$ cat src/rtl/mc_pkg.sv
// rtl/mc_pkg.sv - shared types and encodings for the multicycle control FSM
package mc_pkg;

  typedef enum logic [3:0] {
    FETCH, DECODE, MEMADR, MEMRD, MEMWB, MEMWR,
    EXEC_R, ALUWB, EXEC_I, IWB, BRANCH, JUMP, HALT
  } state_e;

  localparam logic [3:0] OP_RTYPE = 4'h0;
  localparam logic [3:0] OP_ADDI  = 4'h1;
  localparam logic [3:0] OP_LW    = 4'h2;
  localparam logic [3:0] OP_SW    = 4'h3;
  localparam logic [3:0] OP_BEQ   = 4'h4;
  localparam logic [3:0] OP_J     = 4'h5;

  localparam logic [1:0] SRCB_B       = 2'b00;
  localparam logic [1:0] SRCB_FOUR    = 2'b01;
  localparam logic [1:0] SRCB_IMM     = 2'b10;
  localparam logic [1:0] SRCB_IMM_SH2 = 2'b11;

  localparam logic [1:0] PCSRC_ALU    = 2'b00;
  localparam logic [1:0] PCSRC_ALUOUT = 2'b01;
  localparam logic [1:0] PCSRC_JUMP   = 2'b10;

  localparam logic [3:0] ALU_ADD = 4'h0;
  localparam logic [3:0] ALU_SUB = 4'h1;
  localparam logic [3:0] ALU_AND = 4'h2;
  localparam logic [3:0] ALU_OR  = 4'h3;
  localparam logic [3:0] ALU_XOR = 4'h4;
  localparam logic [3:0] ALU_SLT = 4'h5;

  localparam logic [3:0] FN_ADD = 4'h0;
  localparam logic [3:0] FN_SUB = 4'h1;
  localparam logic [3:0] FN_AND = 4'h2;
  localparam logic [3:0] FN_OR  = 4'h3;
  localparam logic [3:0] FN_XOR = 4'h4;
  localparam logic [3:0] FN_SLT = 4'h5;

  typedef enum logic [1:0] {
    ALUOP_ADD, ALUOP_SUB, ALUOP_FUNCT
  } aluop_e;

endpackage

$ cat src/rtl/mc_aludec.sv
// rtl/mc_aludec.sv - ALU operation decode from FSM aluop and R-type funct
module mc_aludec
  import mc_pkg::*;
(
  input  aluop_e      aluop_i,
  input  logic [3:0]  funct_i,
  output logic [3:0]  alucontrol_o
);

  always_comb begin
    alucontrol_o = ALU_ADD;
    case (aluop_i)
      ALUOP_SUB: alucontrol_o = ALU_SUB;
      ALUOP_FUNCT: begin
        case (funct_i)
          FN_ADD:  alucontrol_o = ALU_ADD;
          FN_SUB:  alucontrol_o = ALU_SUB;
          FN_AND:  alucontrol_o = ALU_AND;
          FN_OR:   alucontrol_o = ALU_OR;
          FN_XOR:  alucontrol_o = ALU_XOR;
          FN_SLT:  alucontrol_o = ALU_SLT;
          default: alucontrol_o = ALU_ADD;
        endcase
      end
      default: alucontrol_o = ALU_ADD;
    endcase
  end

endmodule

$ cat src/rtl/mc_controller.sv
// rtl/mc_controller.sv - multicycle CPU control FSM with memory wait timeout
module mc_controller
  import mc_pkg::*;
#(
  parameter int n        = 32,
  parameter int WAIT_MAX = 15
) (
  input  logic        clk_i,
  input  logic        reset_i,
  input  logic [3:0]  op_i,
  input  logic [3:0]  funct_i,
  input  logic        zero_i,
  input  logic        mem_ready_i,
  output logic        pcwrite_o,
  output logic        irwrite_o,
  output logic        iord_o,
  output logic        memread_o,
  output logic        memwrite_o,
  output logic        memtoreg_o,
  output logic        regdst_o,
  output logic        regwrite_o,
  output logic        alusrca_o,
  output logic [1:0]  alusrcb_o,
  output logic [1:0]  pcsrc_o,
  output logic [3:0]  alucontrol_o,
  output logic        halted_o,
  output logic        bus_err_o
);

  localparam int CW = $clog2(WAIT_MAX + 1);
  // PC steps one 32-bit word through the const-4 leg; no wider leg exists
  localparam logic [1:0] SRCB_PC_INC = (n == 32) ? SRCB_FOUR : SRCB_FOUR;

  state_e          state_q, state_d;
  logic [CW-1:0]   wait_q, wait_d;
  logic            bus_err_q, bus_err_d;
  logic            waiting, timeout;
  aluop_e          aluop;

  assign waiting = (state_q == FETCH || state_q == MEMRD || state_q == MEMWR) && !mem_ready_i;
  assign timeout = waiting && (wait_q == CW'(WAIT_MAX));

  always_ff @(posedge clk_i) begin
    if (reset_i) begin
      state_q   <= FETCH;
      wait_q    <= '0;
      bus_err_q <= 1'b0;
    end else begin
      state_q   <= state_d;
      wait_q    <= wait_d;
      bus_err_q <= bus_err_d;
    end
  end

  always_comb begin
    state_d   = state_q;
    bus_err_d = bus_err_q | timeout;
    wait_d    = '0;
    if (waiting) wait_d = (wait_q == CW'(WAIT_MAX)) ? wait_q : wait_q + CW'(1);
    if (timeout) begin
      state_d = HALT;
    end else begin
      case (state_q)
        FETCH:  if (mem_ready_i) state_d = DECODE;
        DECODE: begin
          case (op_i)
            OP_RTYPE:      state_d = EXEC_R;
            OP_ADDI:       state_d = EXEC_I;
            OP_LW, OP_SW:  state_d = MEMADR;
            OP_BEQ:        state_d = BRANCH;
            OP_J:          state_d = JUMP;
            default:       state_d = HALT;
          endcase
        end
        MEMADR: state_d = (op_i == OP_LW) ? MEMRD : MEMWR;
        MEMRD:  if (mem_ready_i) state_d = MEMWB;
        MEMWR:  if (mem_ready_i) state_d = FETCH;
        EXEC_R: state_d = ALUWB;
        EXEC_I: state_d = IWB;
        MEMWB, ALUWB, IWB, BRANCH, JUMP: state_d = FETCH;
        default: state_d = HALT;
      endcase
    end
  end

  always_comb begin
    pcwrite_o  = 1'b0;
    irwrite_o  = 1'b0;
    iord_o     = 1'b0;
    memread_o  = 1'b0;
    memwrite_o = 1'b0;
    memtoreg_o = 1'b0;
    regdst_o   = 1'b0;
    regwrite_o = 1'b0;
    alusrca_o  = 1'b0;
    alusrcb_o  = SRCB_B;
    pcsrc_o    = PCSRC_ALU;
    aluop      = ALUOP_ADD;
    halted_o   = 1'b0;
    if (!reset_i) begin
      case (state_q)
        FETCH: begin
          memread_o = !timeout;
          alusrcb_o = SRCB_PC_INC;
          irwrite_o = mem_ready_i;
          pcwrite_o = mem_ready_i;
        end
        DECODE: alusrcb_o = SRCB_IMM_SH2;
        MEMADR: begin
          alusrca_o = 1'b1;
          alusrcb_o = SRCB_IMM;
        end
        MEMRD: begin
          memread_o = !timeout;
          iord_o    = 1'b1;
        end
        MEMWB: begin
          regwrite_o = 1'b1;
          memtoreg_o = 1'b1;
        end
        MEMWR: begin
          memwrite_o = !timeout;
          iord_o     = 1'b1;
        end
        EXEC_R: begin
          alusrca_o = 1'b1;
          aluop     = ALUOP_FUNCT;
        end
        ALUWB: begin
          regwrite_o = 1'b1;
          regdst_o   = 1'b1;
        end
        EXEC_I: begin
          alusrca_o = 1'b1;
          alusrcb_o = SRCB_IMM;
        end
        IWB:    regwrite_o = 1'b1;
        BRANCH: begin
          alusrca_o = 1'b1;
          aluop     = ALUOP_SUB;
          pcsrc_o   = PCSRC_ALUOUT;
          pcwrite_o = zero_i;
        end
        JUMP: begin
          pcsrc_o   = PCSRC_JUMP;
          pcwrite_o = 1'b1;
        end
        default: halted_o = 1'b1;
      endcase
    end
  end

  assign bus_err_o = bus_err_q && !reset_i;

  mc_aludec u_aludec (
    .aluop_i      (aluop),
    .funct_i      (funct_i),
    .alucontrol_o (alucontrol_o)
  );

endmodule

$ cat config.mk
export PLATFORM = sky130hd
export DESIGN_NAME = mc_controller
export DESIGN_NICKNAME = d
export VERILOG_FILES = /design/src/rtl/mc_pkg.sv /design/src/rtl/mc_aludec.sv /design/src/rtl/mc_controller.sv
export SDC_FILE = /design/constraint.sdc
export NUM_CORES = 1
export LEC_CHECK = 0
export ABC_AREA = 1
export CORE_ASPECT_RATIO = 1.2
export CORE_MARGIN = 2
export CORE_UTILIZATION = 45
export DETAILED_ROUTE_END_ITERATION = 6
export MAX_ROUTING_LAYER = met4
export PLACE_DENSITY = 0.82
export SLEW_MARGIN = 30
export SYNTH_ARGS = -nofsm -noshare
export SYNTH_HDL_FRONTEND = slang
export SYNTH_SLANG_ARGS = --single-unit
$ cat constraint.sdc
create_clock -name clk_i -period 3.2 [get_ports clk_i]
set_input_delay 0.64 -clock clk_i [delete_from_list [all_inputs] [get_ports clk_i]]
set_output_delay 0.64 -clock clk_i [all_outputs]
set_load 0.05 [all_outputs]
Word level (Yosys, flattened, before mapping)
Index checks and enable logic that the tools add are counted.
- output and inout bits: 19
- latch bits: 0
- memory bits (writable): 0
- logic and storage cells: 94
- memories kept: 0
- bits in read-only memories: 0
- flip-flop bits (word level): 9
- reductions and logical operators: 22
- bitwise operators: 2
- divide/modulo/power cells: 0
- order comparisons: 0
- equal/unequal tests: 30
- add/sub/neg operators: 1
- multiply operators: 0
- muxes and demuxes: 35
- shift-type cells: 0
- operators by type and width (cell ; number):
    equality test 4 x 3 -> 1 bit (second input constant) ; 8
    one-hot mux 4 bit (8 select lines) ; 1
    equality test 4 x 2 -> 1 bit (second input constant) ; 6
    equality test 4 bit (second input constant) ; 5
    one-hot mux 4 bit (5 select lines) ; 1
    2-to-1 mux 1 bit ; 19
    2-to-1 mux 4 bit ; 4
    one-hot mux 3 bit (5 select lines) ; 1
    equality test 4 x 1 -> 1 bit (second input constant) ; 3
    OR reduction 12 bit ; 1
    OR reduction 2 bit ; 6
    inequality test 3 bit (second input constant) ; 3
    zero test 4 bit ; 2
    one-hot mux 2 bit (2 select lines) ; 2
    one-hot mux 4 bit (2 select lines) ; 1
    2-to-1 mux 2 bit ; 3
    inequality test 2 bit (second input constant) ; 3
    one-hot mux 2 bit (3 select lines) ; 1
    AND reduction 3 bit ; 2
    OR reduction 5 bit ; 1
    adder 4 x 1 -> 4 bit (second input constant) ; 1
    OR reduction 4 bit ; 1
    logical AND 1 bit ; 3
    zero test 1 bit ; 3
    other kinds (8) ; 9

Logic depth before layout (Yosys ltp)
Gate-level depths: netlist of run 1.
- word-level depth: 8
- depth in mapped cells: 8
- mapped depth without buffers: 8

Cells and area by module
Synthesis of run 1 repeated with hierarchy kept, for this count alone.
- cells, all modules: 139
- area total of the unflattened synthesis: 872.1 um2
- by module, submodules not included (module ; cells an instance ; area each (um2) ; instances ; sequential area each (um2)):
    mc_controller ; 123 ; 780.7 ; 1 ; 180.2
    mc_aludec ; 16 ; 91.3 ; 1 ; 0.0

Least setup slack after synthesis of run 1
No wires, ideal clock.
- kind: input -> output
- from: input port reset_i
- to: output port alucontrol_o[1]
- stages: 4
- required time: 2.560 ns
- path slack: -0.177 ns
- data arrival time: 2.737 ns
- cell sequence: inv_1 nand2_1 ha_1 nor4_1
- word-level cells in the longest chain between the ends: 3
- RTL lines (what ; line ; source):
    from (decl) ; mc_controller.sv:9 ; input logic reset_i,
    2-to-1 mux 2 bit (*) ; mc_controller.sv:100 ; if (!reset_i) begin
    equality test 2 bit or equality test 2 x 1 -> 1 bit (tied branches) ; mc_aludec.sv:12 ; case (aluop_i)
    one-hot mux 4 bit (2 select lines) (*) ; mc_aludec.sv:12 ;
    to (decl) ; mc_controller.sv:25 ; output logic [3:0] alucontrol_o,
Every way passes the cells marked *; elsewhere a longest branch is shown, timed or not.

Final worst setup path of run 1
- from: register state_q[1]
- to: output port alucontrol_o[1]
- word-level cells in the longest chain between the ends: 5
- RTL lines (what ; line ; source):
    from (decl) ; mc_controller.sv:34 ; state_e state_q, state_d;
    from (signal assigned) ; mc_controller.sv:49 ; state_q <= state_d;
    equality test 4 bit or equality test 4 x 3 -> 1 bit (tied branches) ; mc_controller.sv:101 ; case (state_q)
    one-hot mux 2 bit (2 select lines) (*) ; mc_controller.sv:101 ;
    2-to-1 mux 2 bit (*) ; mc_controller.sv:100 ;
    equality test 2 bit or equality test 2 x 1 -> 1 bit (tied branches) ; mc_aludec.sv:12 ;
    one-hot mux 4 bit (2 select lines) (*) ; mc_aludec.sv:12 ;
Marked as above.

==> impl_metrics.yaml, run 1 <==
status:
  status: "finished clean"
cts:
  cts-resized-gates: 0
  clk_latency_ns: 0.26
  max-clock-path-buffers: 2
  htree_levels: 1
  clock_sinks: 9
  clk_pin_slew_ns: 0.06
  cts_tree: "yes"
  post_cts_buffers: 0
  clockRootBuffer: "clkbuf_4"
  tritoncts.num_buffers: 3
  cts_hold_buffers: 0
setup_path:
  r2r_slack_ns: 1.83
  critPathBufInv: 1
  worstSetupStartpointType: "register"
  r2r_start: "wait_q[0]"
  path_delay_family: "simple AND/OR/NAND/NOR gates"
  startpoint: "state_q[1]"
  critPathSlowestCell: "dfxtp_1"
  rr_endpoint: "state_q[1]"
  worstPathCellList: "nand2_1 > nor3_1 > nand2_1 > ha_1 > nor4_2 > buf_12"
  r2r_cells: 5
  arrival_ns: 2.24
  path_common_cell: "nand2_1"
  cpPeakStageDelay_ns: 0.42
  critPathMaxFanout: 6
  worst-setup-path-type: "reg2out"
  required_ns: 2.56
  end_kind: "output port"
finish:
  fin_util_pct: 72.4
  multi_input_area_sq_um: 518
  antenna_cells: 0
  fillerInstances: 139
  register_area_sq_um: 180
  fin_nets: 190
  drive_above_1_share_pct: 19.5
  syn_to_final_growth_pct: 49.1
synthesis:
  synthAdderAreaFrac_pct: 4.71
  synth_top_family_by_area: "simple AND/OR/NAND/NOR gates"
  ys_seq_area_share_pct: 22.6
  synth.area.mux_share_pct: 0
  synth_fp_nets: 156
  synth_compound_area_share_pct: 13.3
  yosys.area.top_type: "dfxtp_1"
  yosysWarnings: 0
  syn_avg_cell_area_sq_um: 5.65
  yosysUniqueCellTypes: 24
  netlist.area_leader.share_pct: 22.6
  synthArstFlopShare_pct: 0
  synthesis.area_sq_um: 797
  synthTopCellsByCount: "nor2_1, nand2_1, inv_1"
  synth_edf_count: 0
  yosys_register_bits: 9
  synth-xor-area-share_pct: 1.10
  synth_area_leaders: "dfxtp_1, nor2_1, nand2_1"
  synth.most_common_cell: "nor2_1"
  synthCells: 141
  synth-simple-area-share_pct: 44.6
  synth_top_flop_cell: "dfxtp_1"
sta:
  finClkSkew_ns: 0.00220
  fmax_mhz: 347
  period_minus_slack_ns: 2.88
  setup_tns_ns: 0
  period_share_pct: 90.1
  finalHoldViolCount: 0
  rsz0062_at_grt: "false"
  drv_slew: 0
  setup_viol: 0
drt:
  wirelength_um: 2110
  drc: 0
  drt-pass1-iter-count: 4
  ant_nets: 0
  drtIter0Drc: 9
  routed-via-count: 979
  via_per_inst: 5.10
  wl_per_cell_um: 11.0
job:
  maxCapViolCount: 0
worst_hold_path:
  hold_start: "bus_err_q"
  holdPathEnd: "bus_err_q"
  worstHoldPathCells: 2
  worstHoldPathType: "reg2reg"
die:
  num_rows: 16
  placeableCoreArea_sq_um: 1640
  die_h_um: 50.1
  dieArea_sq_um: 2130
  start_util_pct: 48.6
  fp.dieW_um: 42.4
  io_pins: 31
global_routing:
  grtUsageTotal_pct: 23.0
  antenna_found_initial: 0
  grt_start_max_net_pins: 14
  grt_pass1_wl_um: 3690
  overflow: 0
  grt_pass1_vias: 899
placed_design:
  hpwl_um: 1770
  gp_congestion: 0.890
  port_buffers: 29
power_and_ir_drop:
  p_clk_share_pct: 11.3
  peakVddDrop_mv: 0.418
  p_int_mw: 0.360
  combinationalPowerShare_pct: 66.6
  powerDensity_nw_per_um2: 642
  p_switching_mw: 0.402
  p_sw_share_pct: 52.8
  seqPwrFrac_pct: 22.1
  leakage_nw: 0.589
-- layout make-up --
type	count	share of cell area, %
timing repair buffer	31	29.3
tap	18	1.89
inverter	25	7.89
sequential	9	15.2
multi-input combinational	105	43.6
clock buffer	4	2.21
-- metal layers --
| metal | track usage, % | vias to the layer above | share of wire (%) |
|---|---|---|---|
| met4 | 9.38 | 0 | 1.5 |
| met3 | 2.56 | 4 | 3.1 |
| met1 | 25.1 | 444 | 43 |
| met5 | - | - | 0 |
| li1 | - | 509 | - |
| met2 | 41.5 | 22 | 52 |
-- power groups by stage --
| stage | Clock [mW] | Sequential, mW | Combinational, mW |
|---|---|---|---|
| 3_5_place_dp | 0 | 0.170 | 0.508 |
| 4_1_cts | 0.0913 | 0.167 | 0.509 |
| 3_3_place_gp | 0 | 0.167 | 0.499 |
| 5_1_grt | 0.0939 | 0.172 | 0.558 |
| 6_report | 0.0864 | 0.169 | 0.508 |
| 2_1_floorplan | 0 | 0.162 | 0.351 |
-- worst reg2reg max path: stages (launching register included) --
cell and delay (ns):
dfxtp_1 0.38, ha_1 0.25, nand3_1 0.18, nand3b_1 0.24
nand2_1 0.15, nor2_1 0.07
-- worst max path at each step --
stage	to	slack, ns	cells past startpoint
3_3_place_gp	alucontrol_o[1]	0.40	6
6_report	alucontrol_o[1]	0.32	6
2_1_floorplan	alucontrol_o[2]	0.27	4
4_1_cts	alucontrol_o[1]	0.32	6
3_5_place_dp	alucontrol_o[1]	0.35	6
5_1_grt	alucontrol_o[1]	0.17	6
-- registers in the layout (all words and copies together) (netlist names) --
register   count
state_q        4
wait_q         4
bus_err_q      1
-- stage by stage --
stage | area, sq um | std cells | power (mW) | setup WS (ns) | hold slack, ns
after global routing | 1190 | 192 | 0.824 | 0.167 | 0.481
final | 1190 | 192 | 0.763 | 0.318 | 0.462
after CTS | 1190 | 192 | 0.767 | 0.322 | 0.467
after detailed placement | 1160 | 188 | 0.677 | 0.345 | 0.457
after global placement | 1160 | 188 | 0.666 | 0.399 | 0.449
after floorplan | 803 | 141 | 0.513 | 0.270 | 0.436
-- cell families after synthesis --
logic type | count (synthesis)
adder cells (fa/ha/maj) | 3
XOR/XNOR | 1
buffers and inverters | 27
other | 1
AND/OR/NAND/NOR | 81
flip-flops | 9
AO/OA/AOI/OAI | 19
-- cells in the final DEF, fill, tap and decap left out, drive strengths merged, types with 2 or more instances in the layout --
cell           synthesis  layout
clkbuf                 1       4
a21oi                  9       9
nor3                   3       3
o21ai                  6       6
buf                    1      20
nor2                  33      33
ha                     3       3
nand3                 10      10
a31oi                  3       3
inv                   25      25
clkdlybuf4s50          0      11
dfxtp                  9       9
nand3b                 2       2
nand2                 29      29
nand4                  2       2
(Power assumes the default switching activity.)
==> run 2, diff against run 1 <==
Settings changed: CORE_MARGIN 2 to not set.
==> run 2 against run 1 <==
Against the previous run: first-iteration DRC count grew 78%; sequential share of layout area rose by 0.26 points; maximum frequency decreased by 2.2%.
==> impl_metrics.yaml, run 2 (synthesized netlist as in run 1, its figures left out) <==
sta:
  period_minus_slack_ns: 2.95
  period_share_pct: 92.1
  rsz0062_at_grt: "false"
  finalHoldViolCount: 0
  setup_viol: 0
  setup_tns_ns: 0
  finClkSkew_ns: 0.000982
  fmax_mhz: 339
  drv_slew: 0
status:
  status: "finished clean"
die:
  io_pins: 31
  num_rows: 16
  die_h_um: 48.1
  start_util_pct: 48.6
  fp.dieW_um: 40.4
  placeableCoreArea_sq_um: 1640
  dieArea_sq_um: 1940
worst_hold_path:
  holdPathEnd: "bus_err_q"
  worstHoldPathCells: 2
  worstHoldPathType: "reg2reg"
  hold_start: "bus_err_q"
finish:
  fin_nets: 189
  syn_to_final_growth_pct: 46.6
  reg_top3: "state_q: 4 flops, wait_q: 4 flops, bus_err_q: 1 flops"
  final_common_cell: "nor2_1"
  final_cell_mix: "nor2_1, nand2_1, inv_1, buf_4, clkdlybuf4s50_1"
  drive_above_1_share_pct: 19.1
  antenna_cells: 0
drt:
  drt-pass1-iter-count: 6
  routed-via-count: 990
  wl_per_cell_um: 11.4
  via_per_inst: 5.18
  drc: 0
  wirelength_um: 2170
  drtIter0Drc: 16
  ant_nets: 0
setup_path:
  end_kind: "output port"
  r2r_slack_ns: 1.78
  worstSetupStartpointType: "primary input"
  arrival_ns: 2.31
  r2r_cells: 5
  critPathMaxFanout: 5
  worst-setup-path-type: "in2out"
  rr_endpoint: "state_q[0]"
  required_ns: 2.56
  r2r_start: "wait_q[0]"
placed_design:
  hpwl_um: 1860
  port_buffers: 29
  gp_congestion: 0.974
global_routing:
  grtUsageTotal_pct: 25.3
  grt_start_max_net_pins: 14
  grt_pass1_vias: 833
  grt_pass1_wl_um: 3260
  antenna_found_initial: 0
  overflow: 0
cts:
  clk_pin_slew_ns: 0.06
  htree_levels: 1
  max-clock-path-buffers: 2
  cts_tree: "yes"
  clockRootBuffer: "clkbuf_4"
  cts_hold_buffers: 0
  post_cts_buffers: 0
  cts-resized-gates: 0
  tritoncts.num_buffers: 3
  clock_sinks: 9
  clk_latency_ns: 0.25
power_and_ir_drop:
  leakage_nw: 0.582
  powerDensity_nw_per_um2: 639
  power_mw: 0.747
  peakVddDrop_mv: 0.492
job:
  maxCapViolCount: 0
run 2: worst max path at each step:
| stage | from | endpoint | slack [ns] | cells after the start |
|---|---|---|---|---|
| 6_report | reset_i | alucontrol_o[1] | 0.25 | 6 |
| 4_1_cts | reset_i | alucontrol_o[1] | 0.25 | 6 |
| 5_1_grt | state_q[1] | alucontrol_o[1] | 0.15 | 6 |
| 3_5_place_dp | reset_i | alucontrol_o[1] | 0.26 | 6 |
| 2_1_floorplan | reset_i | alucontrol_o[2] | 0.27 | 4 |
| 3_3_place_gp | reset_i | alucontrol_o[1] | 0.31 | 6 |
run 2: final cells by class:
type	count	area, sq um
inverters	25	93.8
well taps	18	22.5
fillers	130	473
repair buffers	30	328
multi-input cells	105	518
flip-flops and latches	9	180
clock buffers	4	26.3
run 2: worst max-delay path, stage by stage:
cell             delay, ns
clkdlybuf4s50_1       0.45
inv_1                 0.16
nand2_1               0.11
ha_1                  0.37
nor4_2                0.39
buf_12                0.19
run 2: through the flow:
stage	cell area, sq um	std cells	setup WS [ns]	utilization [%]	hold WS (ns)
2_1_floorplan	803	141	0.270	-	0.436
3_3_place_gp	1140	187	0.309	69.6	0.447
3_5_place_dp	1140	187	0.263	69.6	0.449
4_1_cts	1170	191	0.254	71.2	0.459
5_1_grt	1170	191	0.151	71.2	0.512
6_report	1170	191	0.252	71.2	0.456
run 2: report_power, final:
group          leakage, nW  switching (mW)  internal, mW
registers           0.0733          0.0333         0.136
clock network       0.0150          0.0362        0.0478
logic                0.493           0.331         0.163
total                0.582           0.400         0.347
run 2: metal layers:
| metal | up-vias | GRT usage [%] | wire (um) |
|---|---|---|---|
| met5 | - | - | 0 |
| met4 | 0 | 9.33 | 21 |
| met3 | 4 | 2.74 | 131 |
| met2 | 32 | 45.4 | 1140 |
| met1 | 439 | 28.2 | 879 |
| li1 | 515 | - | - |
==> run 3, diff against run 2 <==
Settings changed: SLEW_MARGIN 30 to 10.
==> results of run 3 <==
No change in the layout: final DEF, timing and power equal those of run 2.
